## src/rtl/vga_key_painter.sv

```systemverilog
// vga_key_painter: per-key highlight box painter with ROM-backed box restore and full-screen redraw
module vga_key_painter #(
  parameter int NUM_KEYS = 16,
  parameter int X_W = 9,
  parameter int Y_W = 8,
  parameter int COL_W = 3,
  parameter int SCREEN_W = 320,
  parameter int SCREEN_H = 240,
  parameter int ADDR_W = 17,
  parameter int BOX_W = 4,
  parameter int BOX_H = 4,
  parameter logic [COL_W-1:0] HL_COLOUR = 3'b110,
  parameter logic [NUM_KEYS*X_W-1:0] KEY_X = '0,
  parameter logic [NUM_KEYS*Y_W-1:0] KEY_Y = '0
) (
  input  logic                iClock,
  input  logic                iReset,
  input  logic [NUM_KEYS-1:0] iKeys,
  input  logic                iRedraw,
  output logic [ADDR_W-1:0]   oRomAddr,
  input  logic [COL_W-1:0]    iRomData,
  output logic [X_W-1:0]      oX,
  output logic [Y_W-1:0]      oY,
  output logic [COL_W-1:0]    oColour,
  output logic                oPlot,
  output logic                oBusy
);
  localparam int KW = NUM_KEYS > 1 ? $clog2(NUM_KEYS) : 1;
  localparam int XW = X_W + 1;
  localparam int YW = Y_W + 1;
  typedef enum logic [1:0] {IDLE, DRAW, RESTORE, FULL} state_t;
  state_t state;
  logic [NUM_KEYS-1:0] keys_q, press_pend, rel_pend, rise, fall, press_nx, rel_nx;
  logic redraw_pend, done, p_v, go_full, go_rel, go_draw, full_exit, row_end, last, inb;
  logic [KW-1:0] r_k, p_k, sel_k;
  logic [XW-1:0] cx, bx, ex, kx;
  logic [YW-1:0] cy, ey, ky;
  logic [X_W-1:0] p_x;
  logic [Y_W-1:0] p_y;
  assign rise = iKeys & ~keys_q;
  assign fall = ~iKeys & keys_q;
  // lowest-index pending release and press
  always_comb begin
    r_k = '0;
    p_k = '0;
    for (int i = NUM_KEYS - 1; i >= 0; i--) begin
      r_k = rel_pend[i] ? KW'(i) : r_k;
      p_k = press_pend[i] ? KW'(i) : p_k;
    end
  end
  assign sel_k = |rel_pend ? r_k : p_k;
  assign kx = {1'b0, KEY_X[sel_k*X_W +: X_W]};
  assign ky = {1'b0, KEY_Y[sel_k*Y_W +: Y_W]};
  assign go_full = state == IDLE && redraw_pend;
  assign go_rel = state == IDLE && !redraw_pend && |rel_pend;
  assign go_draw = state == IDLE && !redraw_pend && !(|rel_pend) && |press_pend;
  assign full_exit = state == FULL && done;
  assign press_nx = ((full_exit ? iKeys : go_draw ? press_pend & ~(NUM_KEYS'(1) << p_k) : press_pend) | rise) & ~fall;
  assign rel_nx = ((full_exit ? '0 : go_rel ? rel_pend & ~(NUM_KEYS'(1) << r_k) : rel_pend) | fall) & ~rise;
  assign row_end = cx == ex;
  assign last = row_end && cy == ey;
  assign inb = cx < XW'(SCREEN_W) && cy < YW'(SCREEN_H);
  assign oRomAddr = ADDR_W'(32'(cy) * 32'(SCREEN_W) + 32'(cx));
  assign oBusy = state != IDLE;
  // edge tracking, arbitration and raster walk; ROM states run one pipeline stage behind the address
  always_ff @(posedge iClock) begin
    if (iReset) begin
      state <= IDLE;
      keys_q <= '0;
      press_pend <= '0;
      rel_pend <= '0;
      redraw_pend <= 1'b1;
      done <= 1'b0;
      cx <= '0;
      cy <= '0;
      bx <= '0;
      ex <= '0;
      ey <= '0;
      p_v <= 1'b0;
      p_x <= '0;
      p_y <= '0;
      oX <= '0;
      oY <= '0;
      oColour <= '0;
      oPlot <= 1'b0;
    end else begin
      keys_q <= iKeys;
      press_pend <= press_nx;
      rel_pend <= rel_nx;
      redraw_pend <= (redraw_pend & ~go_full) | iRedraw;
      if (state == IDLE) begin
        oPlot <= 1'b0;
        p_v <= 1'b0;
        done <= 1'b0;
        if (go_full) begin
          state <= FULL;
          cx <= '0;
          cy <= '0;
          bx <= '0;
          ex <= XW'(SCREEN_W - 1);
          ey <= YW'(SCREEN_H - 1);
        end else if (go_rel || go_draw) begin
          state <= go_rel ? RESTORE : DRAW;
          cx <= kx;
          cy <= ky;
          bx <= kx;
          ex <= kx + XW'(BOX_W - 1);
          ey <= ky + YW'(BOX_H - 1);
        end
      end else if (state == DRAW) begin
        oPlot <= inb;
        oX <= inb ? cx[X_W-1:0] : oX;
        oY <= inb ? cy[Y_W-1:0] : oY;
        oColour <= inb ? HL_COLOUR : oColour;
        cx <= row_end ? bx : cx + 1'b1;
        cy <= row_end ? cy + 1'b1 : cy;
        state <= last ? IDLE : DRAW;
      end else begin
        oPlot <= p_v;
        oX <= p_v ? p_x : oX;
        oY <= p_v ? p_y : oY;
        oColour <= p_v ? iRomData : oColour;
        p_v <= inb & ~done;
        p_x <= cx[X_W-1:0];
        p_y <= cy[Y_W-1:0];
        if (done) begin
          state <= IDLE;
        end else begin
          cx <= row_end ? bx : cx + 1'b1;
          cy <= row_end ? cy + 1'b1 : cy;
          done <= last;
        end
      end
    end
  end
endmodule
```

## config.mk

```make
export PLATFORM = sky130hd
export DESIGN_NAME = vga_key_painter
export DESIGN_NICKNAME = d
export VERILOG_FILES = /design/src/rtl/vga_key_painter.sv
export SDC_FILE = /design/constraint.sdc
export NUM_CORES = 1
export LEC_CHECK = 0
export BUFFER_PORTS_ARGS = -buffer_cell sky130_fd_sc_hd__buf_2
export CAP_MARGIN = 15
export CORE_MARGIN = 3
export CORE_UTILIZATION = 29
export CTS_CLUSTER_DIAMETER = 50
export CTS_CLUSTER_SIZE = 20
export DETAILED_ROUTE_END_ITERATION = 10
export PLACE_DENSITY = 0.56
export SLEW_MARGIN = 15
export SYNTH_ARGS = -nofsm -noshare
export SYNTH_HDL_FRONTEND = slang
export SYNTH_SLANG_ARGS = --single-unit
export TNS_END_PERCENT = 20
```

## constraint.sdc

```tcl
create_clock -name iClock -period 3.7 [get_ports iClock]
set_clock_uncertainty 0.15 [all_clocks]
set_input_delay 0.555 -clock iClock [delete_from_list [all_inputs] [get_ports iClock]]
set_output_delay 0.555 -clock iClock [all_outputs]
set_load 0.02 [all_outputs]
```

==> flow_metrics.env <==
export IMPL_critical_path_arrival_ns=2.81
export IMPL_end_kind="primary output"
export IMPL_antenna_found_initial=0
export IMPL_worstSetupStartpointType="register"
export IMPL_combPwrFrac_pct=22.1
export IMPL_wire_per_inst_um=15.4
export IMPL_clk_transition_reported_paths_ns=0.07
export IMPL_diodes=0
export IMPL_fmax_mhz=284
export IMPL_initial_core_util_pct=29.7
export IMPL_htree_levels=3
export IMPL_numPortBuffers=60
export IMPL_vias=5292
export IMPL_critPathKind="reg2out"
export IMPL_worstPathRequired_ns=2.99
export IMPL_crit_slowest_cell="fa_1"
export IMPL_drv_cap=0
export IMPL_post_route_cell_area_um2=6880
export IMPL_intPower_mw=2.14
export IMPL_pwr_share_clk_pct=33.8
export IMPL_core_um2=20300
export IMPL_drtIter0Drc=419
export IMPL_drc=0
export IMPL_ys_flop_type="dfxtp_1"
export IMPL_synth_nets=772
export IMPL_gr_total_overflow=0
export IMPL_synth_avg_cell_area_um2=8.27
export IMPL_tightest_slew_ns=1.01
export IMPL_switchingPower_mw=1.03
export IMPL_place_area_um2=6520
export IMPL_ys_types=70
export IMPL_grt_pass1_vias=4952
export IMPL_report_power_total_mw=3.18
export IMPL_final_util_pct=33.9
export IMPL_syn2layout_area_growth_pct=14.2
export IMPL_path_cells="ha_1 -> ha_1 -> inv_1 -> fa_1 -> nor2b_1 -> o31a_1 -> nor4_2 -> a311oi_2 -> nor3_2 -> xnor2_1 -> buf_2"
export IMPL_io_pin_count=61
export IMPL_drive_gt1_share_pct=14.6
export IMPL_grtUsageTotal_pct=14.6
export IMPL_first_pass_iters=4
export IMPL_fin_crit_sh_pct=95.1
export IMPL_clock_path_buffers=2
export IMPL_power_switching_share_pct=32.5
export IMPL_final_common_cell="dfxtp_1"
export IMPL_clock_tree_root_cell="clkbuf_16"
export IMPL_place_inst=1025
export IMPL_yosysTopAreaCellShare_pct=37.2
export IMPL_clkSinkCount=112
export IMPL_vias_per_cell=5.08
export IMPL_ys_warn_count=0
export IMPL_grt_setup_unrepaired="no"
export IMPL_core_rowCount=52
export IMPL_gp_congestion=0.828
export IMPL_p_leak_nw=2.72
export IMPL_async_flop_share_pct=0
export IMPL_setup_violations_final=0
export IMPL_nets=811
export IMPL_setup_tns_ns=0
export IMPL_syn_inst=728
export IMPL_die_area_um2=22500
export IMPL_path_max_fanout=7
export IMPL_yosysSeqAreaShare_pct=37.2
export IMPL_critPathMaxStageDelay_ns=0.40
export IMPL_slew_violations=0
export IMPL_synth_area_leader_cell="dfxtp_1"
export IMPL_holdCritPathClass="in2reg"
export IMPL_path_common_cell="ha_1"
export IMPL_die_x_um=150
export IMPL_worst_slew_margin_rel_pct=32.2
export IMPL_netlist_top_cells_area="dfxtp_1, nor2_1, nand2_1"
export IMPL_die_h_um=150
export IMPL_wl_um=16100
export IMPL_synth_seq_cells=112
export IMPL_vdd_drop_max_v=0.000248
export IMPL_ant_nets=0
export IMPL_mostFrequentLayoutCells="dfxtp_1, nor2_1, nand2_1, buf_2, o21ai_0"
export IMPL_fin_cells=1042
export IMPL_netlist_area_um2=6020
export IMPL_synth_edf_count=0
export IMPL_dp_hpwl_um=11400
export IMPL_insertion_delay_ns=0.37
export IMPL_power_density_nw_per_um2=462
export IMPL_cts_buffers=9
export IMPL_grt_max_degree=44
export IMPL_grt_pass1_wl_um=26500
export IMPL_finalHoldViolations=0
export IMPL_cts_tree="built"
export IMPL_status="completed"
export IMPL_fin_crit_ns=3.52
export IMPL_pwr_share_seq_pct=44.1
==> synthesized netlist by cell type (all sizes together), types with 4 or more instances <==
master,n
nand2b,18
nor2,108
a311oi,23
buf,20
o31ai,5
nor3,18
o21ai,32
a31oi,11
xnor2,10
a22oi,4
mux2i,18
dfxtp,112
a21o,6
a211oi,4
o211ai,4
nor3b,4
inv,23
nor4,16
o221ai,4
o21a,5
clkbuf,22
nand4,12
and3,7
or3,7
a21oi,28
nand3,21
o311ai,4
nand2,75
xor2,17
nor2b,25
ha,20
==> kinds of logic after synthesis <==
family | count (synthesis) | share of synthesized area [%]
AOI/OAI and AO/OA | 161 | 18.7
xor gates and xnor gates | 27 | 3.93
adders and majority gates | 23 | 4.99
buffers and inverters | 65 | 4.86
DFF | 112 | 37.2
muxes | 18 | 2.99
and+or+nand+nor | 322 | 27.3
==> layer usage <==
metal | vias to the layer above | track usage [%] | part of all wire, %
met4 | 0 | 4.12 | 1.4
met5 | - | 0 | 0
li1 | 2685 | - | -
met1 | 2495 | 21.0 | 49
met3 | 15 | 2.62 | 4.3
met2 | 97 | 22.5 | 45
==> final cells by class <==
class,count,area [um2]
clock inverter,7,92.6
multi-input combinational,551,3510
clock buffer,9,225
timing repair buffer,70,375
fill,2169,13400
tap,270,338
sequential,112,2250
inverter,23,86.3
==> critical path, delay by kind of cell (launching register included) <==
kind	cells	cell delay, ns
xor gates and xnor gates	1	0.15
adders and majority gates	3	0.85
buffers and inverters	2	0.22
and+or+nand+nor	3	0.29
DFF	1	0.36
AOI/OAI and AO/OA	2	0.58
==> flip-flops by register name (all words and copies together), names as in the netlist <==
register and count:
oColour 3, oX 9, done 1, p_y 8, oY 8, press_pend 16, ex 2, redraw_pend 1
keys_q 16, p_x 9, rel_pend 16, state 2, cy 9, p_v 1, oPlot 1, cx 10
==> path summary, 6_finish.rpt <==
kind | depth (start not counted) | end | from | slack, ns
max | 11 | oRomAddr[16] | cy[3] | 0.18
min | 2 | redraw_pend | iRedraw | 0.24
max reg2reg | 6 | cx[7] | rel_pend[12] | 1.06
min reg2reg | 2 | oY[7] | p_y[7] | 0.33
==> power groups by stage <==
stage | clock network [mW] | registers [mW] | logic (mW)
2_1_floorplan | 0 | 1.46 | 0.452
3_3_place_gp | 0 | 1.43 | 0.706
3_5_place_dp | 0 | 1.43 | 0.707
4_1_cts | 1.09 | 1.40 | 0.709
5_1_grt | 1.14 | 1.42 | 0.783
6_report | 1.07 | 1.40 | 0.703
==> metrics by stage <==
| step | worst slack [ns] | hold WS (ns) |
|---|---|---|
| floorplan | 0.563 | 0.291 |
| global placement | 0.411 | 0.315 |
| detailed placement | 0.383 | 0.311 |
| CTS | 0.0511 | 0.251 |
| global route | 0.00277 | 0.251 |
| finish | 0.180 | 0.243 |
==> timing repair <==
action	4_1_cts	5_1_grt
setup endpoints to repair	1	2
buffers inserted	0	1
hold buffers	0	0
gates resized for setup	2	6
pin swaps	0	1
(Power assumes the default switching activity.)
